$ cat src/rtl/dbg_guv.sv
// In-line debug governor for five AXI-Stream channels: transparent pass-through,
// with a command stream that can pause/resume all channels or drop/inject one beat.
module dbg_guv #(
  parameter int DATA_WIDTH = 64,
  parameter int DEST_WIDTH = 16
) (
  input  logic                  CLOCK_50,
  input  logic                  rst,
  input  logic [31:0]           cmd_in_TDATA,
  input  logic                  cmd_in_TVALID,
  output logic                  cmd_in_TREADY,
  input  logic [DATA_WIDTH-1:0] din_TDATA_rdata,
  input  logic [DEST_WIDTH-1:0] din_TDEST_rdata,
  input  logic                  din_TVALID_rdata,
  output logic                  din_TREADY_rdata,
  input  logic [DATA_WIDTH-1:0] din_TDATA_wdata,
  input  logic                  din_TVALID_wdata,
  output logic                  din_TREADY_wdata,
  input  logic [DATA_WIDTH-1:0] din_TDATA_raddr,
  input  logic                  din_TVALID_raddr,
  output logic                  din_TREADY_raddr,
  input  logic [DATA_WIDTH-1:0] din_TDATA_awaddr,
  input  logic                  din_TVALID_awaddr,
  output logic                  din_TREADY_awaddr,
  input  logic [DATA_WIDTH-1:0] din_TDATA_resp,
  input  logic                  din_TVALID_resp,
  output logic                  din_TREADY_resp,
  output logic [DATA_WIDTH-1:0] dout_TDATA_rdata,
  output logic [DEST_WIDTH-1:0] dout_TDEST_rdata,
  output logic                  dout_TVALID_rdata,
  input  logic                  dout_TREADY_rdata,
  output logic [DATA_WIDTH-1:0] dout_TDATA_wdata,
  output logic                  dout_TVALID_wdata,
  input  logic                  dout_TREADY_wdata,
  output logic [DATA_WIDTH-1:0] dout_TDATA_raddr,
  output logic                  dout_TVALID_raddr,
  input  logic                  dout_TREADY_raddr,
  output logic [DATA_WIDTH-1:0] dout_TDATA_awaddr,
  output logic                  dout_TVALID_awaddr,
  input  logic                  dout_TREADY_awaddr,
  output logic [DATA_WIDTH-1:0] dout_TDATA_resp,
  output logic                  dout_TVALID_resp,
  input  logic                  dout_TREADY_resp
);

  localparam int NCH = 5;

  typedef enum logic [1:0] {IDLE, DROP_WAIT, INJECT_WAIT} state_t;

  localparam logic [2:0] OP_PAUSE  = 3'd1;
  localparam logic [2:0] OP_RUN    = 3'd2;
  localparam logic [2:0] OP_DROP   = 3'd3;
  localparam logic [2:0] OP_INJECT = 3'd4;

  state_t      state_q, state_d;
  logic        run_q, run_d;
  logic [2:0]  chan_q, chan_d;
  logic [25:0] payload_q, payload_d;

  logic [DATA_WIDTH-1:0] din_data  [NCH];
  logic [DATA_WIDTH-1:0] dout_data [NCH];
  logic [NCH-1:0]        din_vld, din_rdy, dout_vld, dout_rdy;
  logic [DEST_WIDTH-1:0] dout_dest;
  logic                  sel_din_vld, sel_dout_rdy;

  assign din_data[0] = din_TDATA_rdata;
  assign din_data[1] = din_TDATA_wdata;
  assign din_data[2] = din_TDATA_raddr;
  assign din_data[3] = din_TDATA_awaddr;
  assign din_data[4] = din_TDATA_resp;
  assign din_vld  = {din_TVALID_resp, din_TVALID_awaddr, din_TVALID_raddr,
                     din_TVALID_wdata, din_TVALID_rdata};
  assign dout_rdy = {dout_TREADY_resp, dout_TREADY_awaddr, dout_TREADY_raddr,
                     dout_TREADY_wdata, dout_TREADY_rdata};

  assign dout_TDATA_rdata  = dout_data[0];
  assign dout_TDATA_wdata  = dout_data[1];
  assign dout_TDATA_raddr  = dout_data[2];
  assign dout_TDATA_awaddr = dout_data[3];
  assign dout_TDATA_resp   = dout_data[4];
  assign dout_TDEST_rdata  = dout_dest;
  assign {dout_TVALID_resp, dout_TVALID_awaddr, dout_TVALID_raddr,
          dout_TVALID_wdata, dout_TVALID_rdata} = dout_vld;
  assign {din_TREADY_resp, din_TREADY_awaddr, din_TREADY_raddr,
          din_TREADY_wdata, din_TREADY_rdata} = din_rdy;

  always_ff @(posedge CLOCK_50 or posedge rst) begin
    if (rst) begin
      state_q   <= IDLE;
      run_q     <= 1'b1;
      chan_q    <= 3'd0;
      payload_q <= 26'd0;
    end else begin
      state_q   <= state_d;
      run_q     <= run_d;
      chan_q    <= chan_d;
      payload_q <= payload_d;
    end
  end

  always_comb begin
    sel_din_vld  = 1'b0;
    sel_dout_rdy = 1'b0;
    for (int i = 0; i < NCH; i++) begin
      if (chan_q == 3'(i)) begin
        sel_din_vld  = din_vld[i];
        sel_dout_rdy = dout_rdy[i];
      end
    end
  end

  always_comb begin
    state_d   = state_q;
    run_d     = run_q;
    chan_d    = chan_q;
    payload_d = payload_q;
    case (state_q)
      IDLE: begin
        if (cmd_in_TVALID) begin
          case (cmd_in_TDATA[2:0])
            OP_PAUSE: run_d = 1'b0;
            OP_RUN:   run_d = 1'b1;
            OP_DROP, OP_INJECT: begin
              // Out-of-range channels are swallowed as a no-op.
              if (cmd_in_TDATA[5:3] < 3'd5) begin
                chan_d    = cmd_in_TDATA[5:3];
                payload_d = cmd_in_TDATA[31:6];
                state_d   = (cmd_in_TDATA[2:0] == OP_DROP) ? DROP_WAIT : INJECT_WAIT;
              end
            end
            default: ;
          endcase
        end
      end
      DROP_WAIT:   if (sel_din_vld)  state_d = IDLE;
      INJECT_WAIT: if (sel_dout_rdy) state_d = IDLE;
      default:     state_d = IDLE;
    endcase
  end

  always_comb begin
    cmd_in_TREADY = (state_q == IDLE) && !rst;
    dout_dest     = din_TDEST_rdata;
    for (int i = 0; i < NCH; i++) begin
      dout_data[i] = din_data[i];
      dout_vld[i]  = run_q & din_vld[i];
      din_rdy[i]   = run_q & dout_rdy[i];
      if (chan_q == 3'(i) && state_q == DROP_WAIT) begin
        dout_vld[i] = 1'b0;
        din_rdy[i]  = 1'b1;
      end else if (chan_q == 3'(i) && state_q == INJECT_WAIT) begin
        dout_data[i] = {{(DATA_WIDTH-26){1'b0}}, payload_q};
        dout_vld[i]  = 1'b1;
        din_rdy[i]   = 1'b0;
      end
    end
    if (chan_q == 3'd0 && state_q == INJECT_WAIT && !run_q) dout_dest = din_TDEST_rdata;
    if (chan_q == 3'd0 && state_q == INJECT_WAIT) dout_dest = '0;
  end

endmodule

$ cat config.mk
export PLATFORM = sky130hd
export DESIGN_NAME = dbg_guv
export DESIGN_NICKNAME = d
export VERILOG_FILES = /design/src/rtl/dbg_guv.sv
export SDC_FILE = /design/constraint.sdc
export NUM_CORES = 1
export LEC_CHECK = 0
export BUFFER_PORTS_ARGS = -buffer_cell sky130_fd_sc_hd__buf_2
export CAP_MARGIN = 20
export CORE_AREA = 2 2 284 286
export DETAILED_ROUTE_END_ITERATION = 8
export DIE_AREA = 0 0 286 288
export GPL_TIMING_DRIVEN = 0
export PLACE_DENSITY_LB_ADDON = 0.05
export SLEW_MARGIN = 5
export SYNTH_ARGS = -nofsm -noshare
export SYNTH_HDL_FRONTEND = slang
export SYNTH_SLANG_ARGS = --single-unit
$ cat constraint.sdc
create_clock -name CLOCK_50 -period 1.7 [get_ports CLOCK_50]
set_input_delay 0.085 -clock CLOCK_50 [delete_from_list [all_inputs] [get_ports CLOCK_50]]
set_output_delay 0.085 -clock CLOCK_50 [all_outputs]
set_load 0.01 [all_outputs]
# Yosys cells after proc, flatten, opt, wreduce, memory -nomap -nowiden
# Index checks and enable logic that the tools add are counted.
# word_totals
regBits	32
output_inout_bits	347
input_bits	381
wordCells	98
# classes
bitwise	10
order_cmp	1
n_mux	49
reduce_logical	19
eq_ne	15
# ops
operator	count
$mux 64	10
$mux 1	30
$mux 16	1
$eq 3x2->1 const B	4
$mux 2	6
$logic_and 1x1->1	11
$and 1x1->1	10
$ne 2x2->1 const B	4
$eq 3x1->1 const B	2
$eq 3x3->1 const B	2
$pmux 2 s3	1
$reduce_and 5->1	1
$reduce_and 4->1	1
$logic_not 3->1	1
$lt 3x3->1 const B	1
$reduce_and 3->1	1
$eq 2x1->1 const B	1
$eq 2x2->1 const B	1
$logic_not 2->1	1
$ne 2x1->1 const B	1
$pmux 1 s2	1
$reduce_bool 2->1	1
$reduce_or 2->1	1
$logic_not 1->1	1

# Logic depth before layout (Yosys ltp)
# depth
ltp_word	8
depth_mapped	6
depth_no_buf	5

# Worst setup path before layout
# OpenSTA, ideal clock, no wires.
# synth_timing
kind	register -> output
from	register chan_q[1]
to	output port dout_TDATA_awaddr[14]
stages_incl_launch_ff	6
path_buffers	2
slack_ns	0.000
arrival_ns	1.615
cell_sequence	dfrtp_1 > buf_2 > nand3b_1 > nor2_2 > buf_2 > mux2_2
# synth_via
elab_chain_cells	4
elab_cells_between_ends	5
cone_classes	eq/ne: 1; mux: 2; reduce/logical: 2
# synth_rtl
element	line_no	source
start: declaration	57	logic [2:0] chan_q, chan_d;
start signal: assignment	96	chan_q <= chan_d;
$eq 3x2->1 (*)	148, 151	
$logic_and 1x1->1	151	end else if (chan_q == 3'(i) && state_q == INJECT_WAIT) begin
$mux 64	151	
$mux 64 (*)	148	if (chan_q == 3'(i) && state_q == DROP_WAIT) begin
end: declaration	38	output logic [DATA_WIDTH-1:0] dout_TDATA_awaddr,
# Every way passes the cells marked *; elsewhere a longest branch is shown, timed or not.

# Worst setup path after layout
# layout_timing
from	register chan_q[0]
to	output port dout_TDATA_resp[6]
# layout_via
elab_chain_cells	4
elab_cells_between_ends	5
cone_classes	eq/ne: 1; mux: 2; reduce/logical: 2
# layout_rtl
element	line_no	source
$eq 3x3->1 (*)	148, 151	
$logic_and 1x1->1	151	
$mux 64	151	
$mux 64 (*)	148	
end: declaration	41	output logic [DATA_WIDTH-1:0] dout_TDATA_resp,
# Marks and branches as above.

==> flow_summary_export.csv <==
group,metric,value,unit
status,status,"finished with violations",
status,violations,"negative setup slack",
worst_setup_path,critical_path.top_delay_family,"buffers and inverters",
layout,mostFrequentLayoutCells,"473 x buf_2, 275 x buf_6, 138 x and2_4, 112 x mux2_2, 48 x mux2_4",
sta,fin_crit,2.101,ns
synth,ys_seq_area_share,17.52,%
worst_setup_path,startpoint_type,"flop",
worst_setup_path,slowest_stage,"dfrtp_1",
synth,synth_flop_cell,"dfrtp_1",
worst_setup_path,crit_chain,"buf_4 -> nor3b_4 -> nand3_4 -> buf_12 -> buf_8 -> mux2_2 -> buf_2",
clocking,cts_tree,"yes",
worst_hold_path,min_path_type,"input port to flop",
pwr,powerDensity,1136,mW/mm2
layout,post-route-util,17.68,%
clocking,ctsHtreeMaxLevel,2,
global_route,grt_antenna_before_repair,10,
drt,initialDrtViolationCount,112,
synth,synth_top_cell_area_share,36.91,%
sta,postLayoutSetupSlackWorst,-0.4012,ns
synth,syn-num-nets,891,
layout,drive_gt1_share,88.76,%
synth,async_reset_ff_share,100.0,%
drt,first_pass_iters,4,
clocking,cts_buffers,5,
synth,yosys-top-cells-area,"mux2_2 37%, and2_1 23%, dfrtp_1 17%, nor2b_1 5.5%, mux2_4 3.3%",
global_route,grt_max_degree,23,
sta,fin_skew,0.008591,ns
layout,final_cell_count_no_fill,2416,
synth,syn_area,0.004577,mm2
drt,via_count,7216,
synth,synth_edf_count,0,
floorplan,rows,104,
drt,drc,0,
drt,wirelength,48350,um
layout,area_growth,207.5,%
sta,fmax,475.9,MHz
worst_setup_path,cp_max_fo,10,
floorplan,coreArea,0.07964,mm2
floorplan,dieArea,0.08237,mm2
worst_setup_path,reg2reg_slack,-0.14,ns
clocking,path_clk_slew,0.08,ns
clocking,cts_sinks,32,
worst_setup_path,path_buf_inv,4,
global_route,grt_usage,10.80,%
layout,final_common_cell,"buf_2",
global_route,first_global_vias,7455,
floorplan,floorplan.initialDensity,5.747,%
global_route,grt_pass1_wl,61650,um
floorplan,die_y,288,um
sta,worst_pin_slew,0.5167,ns
synth,synth-seq-cells,32,
place,place.gp.congestion,0.7277,
pwr,leakagePower,6.975,nW
worst_setup_path,slowest_delay,0.39,ns
synth,synth_warnings,0,
drt,vias_per_cell,2.987,
synth,synthDistinctLibCells,36,
sta,relSlewSlack,65.56,%
place,io_buffers,727,
sta,finalSetupViolations,347,
clocking,cts_buffer_depth,2,
worst_setup_path,critPathKind,"flop to output port",
worst_setup_path,cp.required,1.62,ns
layout,nets,1732,
drt,antenna_left,0,
drt,wire_per_inst,20.01,um
place,hpwl,38430,um
worst_setup_path,critPathCaptureType,"output port",
clocking,cts_root_buffer,"clkbuf_16",
synth,netlist_instances,510,
sta,rsz0062_at_grt,"true",
synth,synth_top_area_cell,"mux2_2",
sta,final_max_slew_viol_count,0,
place,placed_cells,2298,
clocking,insertion_delay,0.32,ns
worst_setup_path,arrival,2.02,ns
floorplan,io_pins,728,
global_route,overflow,0,
run,drv_cap,0,
floorplan,die_x,286,um
sta,hold_viol,0,
pwr,vdd_drop_max,345.6,uV
synth,avgSynthCellArea,8.974,um2
sta,timing.final.crit_share,123.6,%
## flip-flops by register name, summed over array words and instances, names as in the netlist
| register | cells |
|---|---|
| chan_q | 3 |
| run_q | 1 |
| state_q | 2 |
| payload_q | 26 |
## worst reg2reg max path, cell delays in order, from the launching register on
cell and delay (ns):
dfrtp_1 0.39, buf_6 0.14, buf_12 0.12, buf_6 0.11, and3b_2 0.23, a211oi_2 0.21
o21ai_1 0.11, nand3_2 0.10, mux2_4 0.30
## final timing paths
check / depth (start not counted) / end / from
worst max-delay path: 7 / dout_TDATA_resp[6] / chan_q[0]$_DFFE_PP0P_
max in group asynchronous: 4 / run_q$_DFFE_PP1P_ / rst
worst max register to register: 8 / state_q[1]$_DFFE_PP0P_ / chan_q[0]$_DFFE_PP0P_
min in group asynchronous: 3 / chan_q[0]$_DFFE_PP0P_ / rst
worst min register to register: 1 / chan_q[2]$_DFFE_PP0P_ / chan_q[2]$_DFFE_PP0P_
worst min-delay path: 3 / run_q$_DFFE_PP1P_ / cmd_in_TDATA[1]
## layer usage
| metal | up-vias | share of wire, % | track usage (%) |
|---|---|---|---|
| met4 | 6 | 0.71 | 1.715 |
| met5 | - | 0.064 | 0 |
| met2 | 272 | 54 | 20.07 |
| li1 | 3424 | - | - |
| met3 | 22 | 5.3 | 2.520 |
| met1 | 3492 | 40 | 12.67 |
## metrics by stage
step	area (um2)	TNS (ns)	power [W]	worst slack [ns]	hold slack, ns
final	14080	-99.54	0.01599	-0.4012	0.02879
after global routing	14080	-132.86	0.01706	-0.5060	0.05688
after CTS	12950	-124.27	0.01500	-0.4776	0.005192
after detailed placement	9567	-238.34	0.009394	-1.045	0.1224
after global placement	9547	-245.08	0.009483	-1.036	0.3188
after floorplan	4582	0	0.005447	0.06706	0.2005
## area by class of cell
type                       instances  area, um2
fill                            9071      65560
timing repair buffer             836       6725
multi-input combinational        435       4368
tap                             1060       1326
sequential                        32      803.3
buffer                            39      691.9
clock buffer                       5      125.1
clock inverter                     3      18.77
antenna                            4      10.01
inverter                           2      7.507
## where the power goes
| part | switching, W | leakage, nW | internal [W] |
|---|---|---|---|
| Sequential | 0.000768 | 0.386 | 0.00113 |
| Clock | 0.000517 | 0.0736 | 0.000545 |
| Combinational | 0.00533 | 6.52 | 0.00769 |
## what timing repair did
action	4_1_cts	5_1_grt
buffers inserted	46	14
endpoints found under the hold margin	38	0
resized for setup	510	279
setup endpoints to repair	348	358
cloned	21	6
pin swaps	106	45
hold buffers	29	0
## Yosys cell counts, types with 2 or more instances
library cell and n:
and2_1 168, mux2_2 150, nor2b_1 40, dfrtp_1 31, clkbuf_1 23, buf_2 16
nand2_1 11, mux2_4 10, o21ai_0 8, nor2_1 7, a22oi_1 6, a32o_1 3
mux2i_1 3, nand3b_1 3, o211ai_1 3, a211oi_1 2, a21oi_1 2, and3b_1 2
inv_1 2, nand2b_1 2, nor3_1 2, o21a_1 2
## cell families (layout without fill, tap and decap cells)
| family | after synthesis | after routing | share of synthesized area [%] |
|---|---|---|---|
| multiplexers | 163 | 163 | 40.84 |
| buffers and inverters | 44 | 885 | 4.538 |
| AND/OR/NAND/NOR | 243 | 244 | 32.91 |
| AO/OA/AOI/OAI | 28 | 28 | 4.183 |
| flip-flops | 32 | 32 | 17.52 |
| other | 0 | 4 | 0 |
Note: power is estimated with default switching activity, not from simulation.
